<file path="src/rtl/cordic_pkg.sv">
// Shared types and constants for the rotation-mode CORDIC sine/cosine engine.
package cordic_pkg;

  localparam int unsigned CORDIC_W = 32;

  typedef logic signed [CORDIC_W-1:0] q2_30_t;

  // Pre-scaled start vector so the CORDIC gain cancels out after all micro-rotations.
  localparam q2_30_t K_INV   = 32'h26DD3B6A;
  localparam q2_30_t HALF_PI = 32'h6487ED51;

  typedef enum logic [1:0] {
    StIdle,
    StIter,
    StDone
  } cordic_state_e;

endpackage

</file>
<file path="src/rtl/cordic_sincos_atan.sv">
// Arctangent ROM: atan(2^-idx) in signed Q2.30, rounded to nearest.
module cordic_sincos_atan (
  input  logic [4:0]  idx_i,
  output logic [31:0] atan_o
);

  always_comb begin
    atan_o = 32'h0000_0000;
    case (idx_i)
      5'd0:  atan_o = 32'h3243F6A9;
      5'd1:  atan_o = 32'h1DAC6705;
      5'd2:  atan_o = 32'h0FADBAFD;
      5'd3:  atan_o = 32'h07F56EA7;
      5'd4:  atan_o = 32'h03FEAB77;
      5'd5:  atan_o = 32'h01FFD55C;
      5'd6:  atan_o = 32'h00FFFAAB;
      5'd7:  atan_o = 32'h007FFF55;
      5'd8:  atan_o = 32'h003FFFEB;
      5'd9:  atan_o = 32'h001FFFFD;
      5'd10: atan_o = 32'h00100000;
      5'd11: atan_o = 32'h00080000;
      5'd12: atan_o = 32'h00040000;
      5'd13: atan_o = 32'h00020000;
      5'd14: atan_o = 32'h00010000;
      5'd15: atan_o = 32'h00008000;
      5'd16: atan_o = 32'h00004000;
      5'd17: atan_o = 32'h00002000;
      5'd18: atan_o = 32'h00001000;
      5'd19: atan_o = 32'h00000800;
      5'd20: atan_o = 32'h00000400;
      5'd21: atan_o = 32'h00000200;
      5'd22: atan_o = 32'h00000100;
      5'd23: atan_o = 32'h00000080;
      5'd24: atan_o = 32'h00000040;
      5'd25: atan_o = 32'h00000020;
      5'd26: atan_o = 32'h00000010;
      5'd27: atan_o = 32'h00000008;
      5'd28: atan_o = 32'h00000004;
      5'd29: atan_o = 32'h00000002;
      5'd30: atan_o = 32'h00000001;
      default: atan_o = 32'h00000000;
    endcase
  end

endmodule

</file>
<file path="src/rtl/cordic_sincos.sv">
// Iterative rotation-mode CORDIC: one micro-rotation per cycle through a single
// shared x/y/z adder set, yielding cos/sin of a signed Q2.30 angle.
module cordic_sincos
  import cordic_pkg::*;
#(
  parameter int unsigned N_ITER = 32
) (
  input  logic        clk,
  input  logic        rst,
  input  logic        start,
  input  logic [31:0] theta,
  output logic        ready,
  output logic        out_valid,
  output logic [31:0] cos_o,
  output logic [31:0] sin_o,
  output logic        range_err
);

  localparam logic [4:0] LastIdx = 5'(N_ITER - 1);

  cordic_state_e state_q, state_d;
  q2_30_t        x_q, x_d, y_q, y_d, z_q, z_d;
  logic [4:0]    i_q, i_d;
  logic          oor_q, oor_d;
  q2_30_t        cos_q, cos_d, sin_q, sin_d;
  logic          rerr_q, rerr_d;
  logic          valid_q, valid_d;

  logic [31:0]   atan_val;
  q2_30_t        x_sh, y_sh, x_rot, y_rot, z_rot;
  q2_30_t        theta_s;

  cordic_sincos_atan u_atan (
    .idx_i  (i_q),
    .atan_o (atan_val)
  );

  assign theta_s = theta;
  assign ready   = (state_q != StIter);

  // Single micro-rotation; direction follows the sign of the residual angle.
  always_comb begin
    x_sh = x_q >>> i_q;
    y_sh = y_q >>> i_q;
    if (z_q[31]) begin
      x_rot = x_q + y_sh;
      y_rot = y_q - x_sh;
      z_rot = z_q + q2_30_t'(atan_val);
    end else begin
      x_rot = x_q - y_sh;
      y_rot = y_q + x_sh;
      z_rot = z_q - q2_30_t'(atan_val);
    end
  end

  always_comb begin
    state_d = state_q;
    x_d     = x_q;
    y_d     = y_q;
    z_d     = z_q;
    i_d     = i_q;
    oor_d   = oor_q;
    cos_d   = cos_q;
    sin_d   = sin_q;
    rerr_d  = rerr_q;
    valid_d = 1'b0;

    case (state_q)
      StIdle, StDone: begin
        if (start) begin
          state_d = StIter;
          x_d     = K_INV;
          y_d     = '0;
          z_d     = theta_s;
          i_d     = 5'd0;
          oor_d   = (theta_s > HALF_PI) || (theta_s < -HALF_PI);
        end else begin
          state_d = StIdle;
        end
      end
      StIter: begin
        x_d = x_rot;
        y_d = y_rot;
        z_d = z_rot;
        i_d = i_q + 5'd1;
        if (i_q == LastIdx) begin
          state_d = StDone;
          cos_d   = x_rot;
          sin_d   = y_rot;
          rerr_d  = oor_q;
          valid_d = 1'b1;
        end
      end
      default: state_d = StIdle;
    endcase
  end

  always_ff @(posedge clk) begin
    if (rst) begin
      state_q <= StIdle;
      x_q     <= '0;
      y_q     <= '0;
      z_q     <= '0;
      i_q     <= 5'd0;
      oor_q   <= 1'b0;
      cos_q   <= '0;
      sin_q   <= '0;
      rerr_q  <= 1'b0;
      valid_q <= 1'b0;
    end else begin
      state_q <= state_d;
      x_q     <= x_d;
      y_q     <= y_d;
      z_q     <= z_d;
      i_q     <= i_d;
      oor_q   <= oor_d;
      cos_q   <= cos_d;
      sin_q   <= sin_d;
      rerr_q  <= rerr_d;
      valid_q <= valid_d;
    end
  end

  assign out_valid = valid_q;
  assign cos_o     = cos_q;
  assign sin_o     = sin_q;
  assign range_err = rerr_q;

endmodule

</file>
<file path="config.mk">
export PLATFORM = sky130hd
export DESIGN_NAME = cordic_sincos
export DESIGN_NICKNAME = d
export VERILOG_FILES = /design/src/rtl/cordic_pkg.sv /design/src/rtl/cordic_sincos_atan.sv /design/src/rtl/cordic_sincos.sv
export SDC_FILE = /design/constraint.sdc
export NUM_CORES = 1
export LEC_CHECK = 0
export ABC_AREA = 1
export BUFFER_PORTS_ARGS = -buffer_cell sky130_fd_sc_hd__buf_2
export CORE_ASPECT_RATIO = 0.7
export CORE_MARGIN = 5
export CORE_UTILIZATION = 40
export CTS_BUF_LIST = sky130_fd_sc_hd__clkbuf_4 sky130_fd_sc_hd__clkbuf_8
export CTS_CLUSTER_SIZE = 30
export DETAILED_ROUTE_END_ITERATION = 8
export SYNTH_ARGS = -nofsm -noshare
export SYNTH_HDL_FRONTEND = slang
export SYNTH_SLANG_ARGS = --single-unit
</file>
<file path="constraint.sdc">
create_clock -name clk -period 4.9 [get_ports clk]
set_input_delay 0.735 -clock clk [delete_from_list [all_inputs] [get_ports clk]]
set_output_delay 0.735 -clock clk [all_outputs]
set_load 0.1 [all_outputs]
</file>
==> reports/qor.csv, run 1 <==
metric;value;unit
cells after synthesis;3107;
sequential area share after synthesis;21.4;%
share of post-route cells with drive strength above 1;9.00;%
WHS;0.470;ns
Placer Congestion;0.986;
Req. time, crit path;5.34;ns
number of synthesized flops with an enable pin;0;
Max Freq;216;MHz
WP data arrival;5.07;ns
Worst slew margin;27.8;%
Reg2Reg Setup Slack;0.27;ns
min-delay src;cos_o[2];
Std-Cell Core Area;0.0463;mm2
cts hold-fix bufs;0;
global route total overflow;0;
Worst-Margin Slew;1.08;ns
first-pass GRT wire length;110;mm
initial antenna violation count;1;
area leader, netlist;dfxtp_1;
port bufs;101;
Fill cells;4954;
vias in the first global route;19387;
worst r2r dst;cos_o[30];
Hold EP;cos_o[2];
setup TNS;0;ns
final period utilization;94.5;%
HP Class;flip-flop to flip-flop;
largest cells by area after synthesis;dfxtp_1 21%, nand2_1 18%, nand3_1 12%;
Pre-Repair DR Iteration Count;6;
num ports;102;
Post-Place Cell Area;0.0199;mm2
Max Cap Viol;0;
Setup-failing EPs final;0;
worst vdd ir;0.000325;V
flops & latches, synth;200;
yosys warns;0;
Final #Nets;3305;
Clock Path Buffers;2;
cts bufs inserted;17;
Hold Fails Final Rpt;0;
crit end category;flip-flop;
critical path startpoint category;flip-flop;
FF-to-FF path depth;24;
Clock Sinks;200;
post-route DRC violation count;0;
post-synthesis cell type count;54;
Avg Inst Size Synth;6.02;um2
DRT antenna net count;0;
clk slew on worst S/H paths;0.11;ns
top cell type's share of synthesized area;21.4;%
most common cell after layout, fill and taps aside;nand2_1;
unrepaired setup endpoints after global routing;false;
status;completed;
leakage;0.0105;uW
chip height;191;um
via count;21225;
Overall Global Routing Usage;26.9;%
site row count;66;
die area;0.0512;mm2
CP Max Fanout;31;
Starting Density;40.4;%
Primary FF master, synth;dfxtp_1;
CP Class;flip-flop to flip-flop;
Iter 0 DRT Violations;2512;
WL/cell;18.6;um
CTS tree;done;
most frequent cells in the layout;869 x nand2_1, 434 x nand3_1, 301 x inv_1, 229 x nor2_1, 197 x dfxtp_1;
clk_skew;0.0176;ns
vias per cell;5.62;
largest net degree at the start of global routing;92;
H-tree levels;4;
clk_lat worst skew;0.55;ns
Final Util;44.3;%
Tmin final;4.63;ns
Hold Path Stages;2;
netlist area before placement;0.0187;mm2
r2r startpoint;i_q[1];
CTS root buffer;clkbuf_8;
Die Wd;268;um
dpl hpwl;53.8;mm
final WL;70.3;mm
fin area;0.0205;mm2
Layout area overhead;9.84;%
Max Slew Vio Count;0;
asr flop ratio synth;0;%
Mapped Nets;3258;
Design Power;12000;uW
Pwr Density;584;mW/mm2
logic make-up (layout without fill, tap and decap cells):
family | after synthesis | count (layout) | synth area share (%)
DFF | 200 | 200 | 21.4
AOI/OAI and AO/OA | 546 | 546 | 17.0
adders and majority gates | 116 | 116 | 7.88
and+or+nand+nor | 1666 | 1666 | 38.1
buffers and inverters | 450 | 508 | 9.58
xor gates and xnor gates | 129 | 129 | 6.08
other | 0 | 1 | 0
per-layer routing:
layer,track usage (%),wire length [um],part of all wire [%]
met2,36.6,26800,38
met5,0,13,0.018
met3,4.28,5800,8.3
met4,5.15,1110,1.6
met1,44.0,36600,52
power by group:
group          internal, uW  total [uW]  leakage [uW]  switching [uW]
clock network           545        1220      0.000212             679
registers              1850        2190       0.00164             342
logic                  2990        8570       0.00864            5590
flip-flops by register name, summed over array words and instances (netlist names):
| register | cells |
|---|---|
| cos_o | 32 |
| i_q | 5 |
| oor_q | 1 |
| out_valid | 1 |
| range_err | 1 |
| sin_o | 32 |
| state_q | 2 |
| u_atan.atan_o | 30 |
| x_q | 32 |
| y_q | 32 |
| z_q | 32 |
area by class of cell:
| class | instances | area, um2 | share of cell area (%) |
|---|---|---|---|
| multi-input combinational | 2457 | 13000 | 63.5 |
| sequential | 200 | 4010 | 19.5 |
| inverter | 311 | 1180 | 5.75 |
| timing repair buffer | 167 | 1120 | 5.45 |
| tap | 612 | 766 | 3.73 |
| clock buffer | 21 | 277 | 1.35 |
| clock inverter | 9 | 140 | 0.682 |
| antenna | 1 | 2.50 | 0.0122 |
critical path, stage by stage, from the launching register on:
cell	delay (ns)
dfxtp_4	0.46
buf_12	0.22
nand3_1	0.14
nand3_1	0.14
nand2_2	0.08
o21ai_0	0.48
nor2_1	0.13
nor2_1	0.12
nand2_1	0.10
nor2_1	0.25
nand3_1	0.19
o21ai_1	0.17
xor2_1	0.18
inv_1	0.08
ha_1	0.35
nand2_1	0.16
nor3_1	0.08
and3_1	0.18
a221oi_1	0.26
nand2_1	0.14
or2_2	0.31
nand2_1	0.07
nand2_1	0.06
o211ai_1	0.12
inv_1	0.06
Yosys cell counts, drive strengths merged (12+ instances only):
| cell | number |
|---|---|
| a21o | 12 |
| a21oi | 189 |
| o21a | 18 |
| nand3 | 437 |
| xnor2 | 37 |
| o211ai | 46 |
| ha | 113 |
| nand2 | 880 |
| inv | 308 |
| or2 | 29 |
| xor2 | 92 |
| clkbuf | 83 |
| a31oi | 47 |
| nor2 | 238 |
| nand4 | 29 |
| o21bai | 35 |
| dfxtp | 200 |
| o21ai | 168 |
| nor4 | 18 |
| nor3 | 23 |
| buf | 56 |
what timing repair did:
item                                    4_1_cts  5_1_grt
resized for setup                             0       40
endpoints found under the setup margin        0       63
setup buffers                                 0        3
stage by stage:
| stage | cells | worst slack, ns |
|---|---|---|
| floorplan | 3107 | 0.968 |
| global placement | 3743 | 0.101 |
| detailed placement | 3743 | 0.0679 |
| CTS | 3773 | 0.0294 |
| global route | 3777 | 0.00435 |
| finish | 3778 | 0.269 |
worst max path at each step:
stage | from | endpoint | depth (start not counted)
2_1_floorplan | i_q[0] | y_q[22] | 25
3_3_place_gp | i_q[1] | y_q[26] | 26
3_5_place_dp | i_q[1] | y_q[26] | 25
4_1_cts | i_q[1] | y_q[26] | 25
5_1_grt | i_q[0] | cos_o[30] | 28
6_report | i_q[1] | cos_o[30] | 24
Note: power is estimated with default switching activity, not from simulation.
==> run 2: changes to the inputs <==
CORE_ASPECT_RATIO = 0.75   (was 0.7)
==> reports/qor.csv, run 2 (same netlist as run 1, synthesis figures left out) <==
metric;value;unit;change
unrepaired setup endpoints after global routing;true;;
worst r2r dst;sin_o[30];;
clk_lat worst skew;0.55;ns;about the same
Clock Sinks;200;;unchanged
final worst slack;0.170;ns;-0.0991 ns
CP Class;flip-flop to flip-flop;;
r2r startpoint;i_q[0];;
dpl hpwl;56.3;mm;+4.7%
Placement Setup Slack;0.0457;ns;-0.0223 ns
Final Util;44.9;%;+0.54 points
Pwr Density;581;mW/mm2;-0.53%
CP Max Fanout;36;;+16%
setup TNS;0;ns;unchanged
DRT antenna net count;0;;unchanged
Max Freq;211;MHz;-2.1%
Tmin final;4.73;ns;+0.0991 ns
Iter 0 DRT Violations;2232;;-11%
port bufs;101;;unchanged
global route total overflow;0;;unchanged
Layout area overhead;10.7;%;
Pre-Repair DR Iteration Count;6;;unchanged
worst vdd ir;0.000347;V;+7.1%
chip height;197;um;+3.3%
most frequent cells in the layout;868 x nand2_1, 432 x nand3_1, 300 x inv_1, 228 x nor2_1, 197 x dfxtp_1;;
critical path startpoint category;flip-flop;;
most common cell after layout, fill and taps aside;nand2_1;;
HP Class;flip-flop to flip-flop;;
WP data arrival;5.16;ns;+0.09 ns
initial antenna violation count;0;;-1
Hold Path Stages;2;;unchanged
Critical Path Most Common Cell;nand2_1;;
status;completed;;
Final #Nets;3309;;+0.12%
Req. time, crit path;5.33;ns;about the same
first-pass GRT wire length;111;mm;+0.96%
Std-Cell Core Area;0.0461;mm2;-0.46%
clk_skew;0.0180;ns;+0.000373 ns
vias per cell;5.54;;-1.3%
vias in the first global route;19152;;-1.2%
Clock Path Buffers;2;;unchanged
via count;21071;;-0.73%
Critical Path Max Stage Delay;0.40;ns;-0.08 ns
Reg2Reg Setup Slack;0.17;ns;-0.10 ns
share of post-route cells with drive strength above 1;9.56;%;+0.55 points
cts bufs inserted;17;;unchanged
Starting Density;40.5;%;+0.19 points
WL/cell;18.9;um;+1.5%
clk slew on worst S/H paths;0.11;ns;about the same
Max Slew Vio Count;0;;unchanged
Placer Congestion;0.972;;-1.4%
WHS;0.468;ns;-0.00238 ns
CP max-delay cell;dfxtp_4;;
routed wl met2;28.3;mm;+5.3%
Top Layer Used;met4;;
CP endpoint;sin_o[30];;
FF-to-FF path depth;31;;+29%
largest net degree at the start of global routing;92;;unchanged
num ports;102;;unchanged
Worst slew margin;27.6;%;-0.20 points
metal1 wirelength;37.0;mm;+0.98%
Critical Path Source;i_q[0];;
WL met3;5.87;mm;+1.1%
die area;0.0512;mm2;about the same
Die Wd;260;um;-3.3%
min-delay src;cos_o[2];;
crit end category;flip-flop;;
leakage;0.0105;uW;+0.20%
CTS tree;done;;
H-tree levels;4;;unchanged
Max Cap Viol;0;;unchanged
Post-Place Cells;3760;;+0.45%
Hold Fails Final Rpt;0;;unchanged
site row count;68;;+3.0%
final WL;71.8;mm;+2.1%
post-route DRC violation count;0;;unchanged
Worst-Margin Slew;1.09;ns;+0.00307 ns
Overall Global Routing Usage;27.2;%;+0.22 points
final period utilization;96.5;%;+2.0 points
Setup-failing EPs final;0;;unchanged
CTS root buffer;clkbuf_8;;
post-route insts no fill;3801;;+0.61%
antenna diode count;0;;-1
-- run 2: cell count changes in the layout (fill, tap and decap cells not counted), sizes merged --
cell and change:
bufinv -2, inv +4, clkbuf -4, clkinv +1, diode -1, clkinvlp +2
buf +5
-- run 2: area by class of cell --
type / count / area (um2)
Multi-Input combinational cell: 2457 / 13100
Sequential cell: 200 / 4010
Clock inverter: 14 / 139
Clock buffer: 18 / 241
Tap cell: 630 / 788
Timing Repair Buffer: 171 / 1220
Inverter: 311 / 1170
Fill cell: 4968 / 25400
-- run 2: critical path: cells and delay by family, from the launching register on --
| kind | cells | cell delay [ns] |
|---|---|---|
| AO/OA/AOI/OAI | 3 | 0.38 |
| XOR/XNOR | 1 | 0.07 |
| adder cells (fa/ha/maj) | 2 | 0.54 |
| buffers and inverters | 3 | 0.29 |
| flip-flops | 1 | 0.40 |
| AND/OR/NAND/NOR | 22 | 2.92 |
-- run 2: metal layers --
| metal | global-route usage (%) | vias to the layer above |
|---|---|---|
| met5 | 0 | - |
| met4 | 4.23 | 0 |
| met3 | 4.56 | 48 |
| met2 | 38.2 | 833 |
| met1 | 43.5 | 9756 |
| li1 | - | 10434 |
-- run 2: per-stage QoR --
step	power (uW)	area [um2]
after global placement	10400	20000
after floorplan	8080	18700
final	12000	20700
after CTS	11600	20400
after global routing	13100	20700
after detailed placement	10400	20000
-- run 2: report_power, final --
part	internal (uW)	switching (uW)
Clock	422	714
Combinational	3040	5650
Sequential	1850	346
-- run 2: how the worst min path moves through the flow --
stage / end
after floorplan: oor_q
after global placement: cos_o[2]
after detailed placement: cos_o[2]
after CTS: z_q[26]
after global routing: z_q[26]
final: cos_o[2]
-- run 2: repair_timing --
action                                  4_1_cts  5_1_grt
buffers inserted                              0        9
hold buffers                                  0        0
resized for setup                             0       55
endpoints found under the setup margin        0       42
==> run 3: changes to the inputs <==
SYNTH_HIERARCHICAL = 1   (was default)
==> reports/qor.csv, run 3 <==
metric;value;unit;change
area leader, netlist;dfxtp_1;;
unrepaired setup endpoints after global routing;true;;
WP data arrival;5.24;ns;+0.08 ns
post-route DRC violation count;0;;unchanged
Req. time, crit path;5.37;ns;+0.04 ns
r2r startpoint;i_q[0];;
Layout area overhead;21.5;%;
top cell type's share of synthesized area;18.9;%;-2.6 points
chip height;194;um;-1.6%
min-delay src;oor_q;;
critical path startpoint category;flip-flop;;
Fill cells;4711;;-5.2%
most frequent cell after synthesis;nand2_1;;
most frequent cells in the layout;750 x nand2_1, 441 x nand3_1, 307 x inv_1, 223 x buf_4, 219 x nor2_1;;
sequential area share after synthesis;18.9;%;-2.6 points
worst r2r dst;z_q[31];;
Pre-Repair DR Iteration Count;8;;+2
Post-synth top cells;784 x nand2_1, 452 x nand3_1, 316 x inv_1, 234 x nor2_1, 197 x a21oi_1;;
post-synthesis cell type count;54;;unchanged
Setup-failing EPs final;0;;unchanged
Reg2Reg Setup Slack;0.13;ns;-0.04 ns
Starting Density;40.4;%;-0.14 points
FF-to-FF path depth;26;;-16%
most common cell after layout, fill and taps aside;nand2_1;;
worst vdd ir;0.000395;V;+14%
Primary FF master, synth;dfxtp_1;;
Int Pwr;6050;uW;+14%
number of synthesized flops with an enable pin;0;;unchanged
Overall Global Routing Usage;28.2;%;+1.1 points
share of post-route cells with drive strength above 1;18.2;%;+8.6 points
Hold Path Stages;2;;unchanged
Clock Power Share;8.7;%;-0.7 points
register share of total power;14.3;%;-4.0 points
Pwr Density;623;mW/mm2;+7.2%
netlist area before placement;0.0181;mm2;-3.4%
Hold EP;oor_q;;
global route total overflow;0;;unchanged
via count;21713;;+3.0%
post-synthesis compound-gate area fraction;17.9;%;+0.97 points
CTS tree;done;;
CTS root buffer;clkbuf_8;;
num ports;102;;unchanged
yosys warns;6;;+6
final period utilization;97.4;%;+0.88 points
WL/cell;19.4;um;+2.5%
flops & latches, synth;170;;-15%
clk slew on worst S/H paths;0.11;ns;about the same
site row count;67;;-1.5%
cts hold-fix bufs;0;;unchanged
port bufs;101;;unchanged
initial antenna violation count;0;;unchanged
Tmin final;4.77;ns;+0.0430 ns
cts bufs inserted;17;;unchanged
cells after synthesis;3029;;-2.5%
Max Cap Viol;0;;unchanged
Iter 0 DRT Violations;2372;;+6.3%
WHS;0.486;ns;+0.0180 ns
DRT antenna net count;0;;unchanged
vias per cell;5.64;;+1.7%
Synth Area in XOR/XNOR;6.94;%;+0.85 points
Max Slew Vio Count;0;;unchanged
Design Power;13700;uW;+14%
CP Class;flip-flop to flip-flop;;
largest net degree at the start of global routing;97;;+5.4%
H-tree levels;4;;unchanged
CP Max Fanout;6;;-83%
crit end category;flip-flop;;
leakage;0.0112;uW;+6.2%
largest cells by area after synthesis;dfxtp_1 19%, nand2_1 16%, nand3_1 13%;;
vias in the first global route;19387;;+1.2%
Comb pwr share;77.0;%;+4.7 points
Final Util;49.1;%;+4.2 points
Std-Cell Core Area;0.0447;mm2;-3.1%
clk_skew;0.0292;ns;+0.0112 ns
dpl hpwl;58.1;mm;+3.2%
asr flop ratio synth;0;%;unchanged
Avg Inst Size Synth;5.96;um2;-0.95%
largest family of logic cells by synthesized area;simple AND/OR/NAND/NOR gates;;
first-pass GRT wire length;112;mm;+1.2%
Die Wd;255;um;-1.7%
final WL;74.6;mm;+3.8%
Synth Area in Adders;8.16;%;+0.28 points
HP Class;flip-flop to flip-flop;;
multiplexer area fraction after synthesis;0;%;unchanged
Net Sw Frac;55.7;%;-0.072 points
simple-gate share of the synthesized area;37.9;%;-0.19 points
Clock Path Buffers;2;;unchanged
clk_lat worst skew;0.55;ns;about the same
Sw Pwr;7610;uW;+14%
Worst slew margin;15.2;%;-12 points
Max Freq;210;MHz;-0.90%
die area;0.0495;mm2;-3.3%
Final #Nets;3403;;+2.8%
Hold Fails Final Rpt;0;;unchanged
Clock Sinks;170;;-15%
antenna diode count;0;;unchanged
Worst-Margin Slew;1.27;ns;+0.184 ns
status;completed;;
Placer Congestion;1.03;;+5.6%
run 3: changes by cell type after synthesis, sizes merged, moves of 13 or more:
cell	delta
nand2	-93
a31oi	-31
dfxtp	-30
xnor2	+19
nand3	+17
a211oi	+16
inv	+13
run 3: worst max-delay path: stages, from the launching register on:
cell and delay, ns:
dfxtp_4 0.43, buf_12 0.15, clkinvlp_4 0.16, ha_2 0.23
o211ai_1 0.23, nand3_1 0.15, nor2_2 0.13, nand4_1 0.14
nor3_2 0.24, inv_1 0.07, nor3_2 0.20, nand2_1 0.11
nor2_2 0.15, nand2_2 0.09, nor3_4 0.21, nand3b_1 0.17
o21ai_2 0.18, xor2_1 0.23, ha_2 0.34, a21oi_2 0.18
o21ai_2 0.09, a221oi_2 0.25, o31a_1 0.20, nand2_1 0.06
nand3_1 0.07, nand3_1 0.08, a21oi_1 0.18
run 3: routing by layer:
metal / vias up / routed length, um / share of wire [%] / global-route usage [%]
li1: 10573 / - / - / -
met1: 10253 / 36600 / 49 / 42.8
met2: 803 / 29700 / 40 / 39.5
met3: 84 / 7140 / 9.6 / 8.45
met4: 0 / 1140 / 1.5 / 5.06
met5: - / 0 / 0 / 0
run 3: worst max-delay path by stage:
| stage | startpoint | to | slack, ns |
|---|---|---|---|
| floorplan | i_q[0] | z_q[29] | 0.48 |
| global placement | i_q[1] | x_q[29] | -0.01 |
| detailed placement | i_q[0] | z_q[31] | -0.11 |
| CTS | i_q[0] | x_q[29] | 0.02 |
| global route | i_q[0] | z_q[31] | -0.21 |
| finish | i_q[0] | z_q[31] | 0.13 |
run 3: kinds of logic (layout without fill, tap and decap cells):
group / count (synthesis) / after routing
other: 1 / 2
buffers and inverters: 461 / 696
adders and majority gates: 116 / 116
DFF: 170 / 170
and+or+nand+nor: 1588 / 1588
xor gates and xnor gates: 143 / 143
AOI/OAI and AO/OA: 550 / 550
run 3: area by class of cell:
cell class,instances,area [um2],share of cell area (%)
Multi-Input combinational cell,2399,13600,62.1
Clock buffer,18,248,1.13
Timing Repair Buffer,340,2480,11.3
Clock inverter,14,201,0.918
Inverter,324,1230,5.61
Sequential cell,170,3410,15.6
Tap cell,586,733,3.34
run 3: stage by stage:
| stage | instances | instance area, um2 | TNS [ns] | setup slack [ns] |
|---|---|---|---|---|
| finish | 3851 | 21900 | 0 | 0.127 |
| global route | 3851 | 21900 | -1.04 | -0.211 |
| CTS | 3821 | 20900 | 0 | 0.0162 |
| detailed placement | 3789 | 20400 | -0.279 | -0.115 |
| global placement | 3789 | 20400 | -0.0160 | -0.0116 |
| floorplan | 3030 | 18100 | 0 | 0.479 |
run 3: what timing repair did:
| item | CTS | global route |
|---|---|---|
| setup buffers | 0 | 29 |
| pin swaps | 0 | 62 |
| endpoints found under the hold margin | 0 | 0 |
| endpoints found under the setup margin | 9 | 73 |
| gates cloned | 0 | 1 |
| resized for setup | 5 | 207 |
run 3: power by group through the flow:
stage	sequential (uW)	combinational, uW	clock, uW
2_1_floorplan	1770	6040	0
3_3_place_gp	1960	9230	0
3_5_place_dp	1960	9270	0
4_1_cts	1930	9350	1210
5_1_grt	1980	11500	1280
6_report	1960	10500	1180
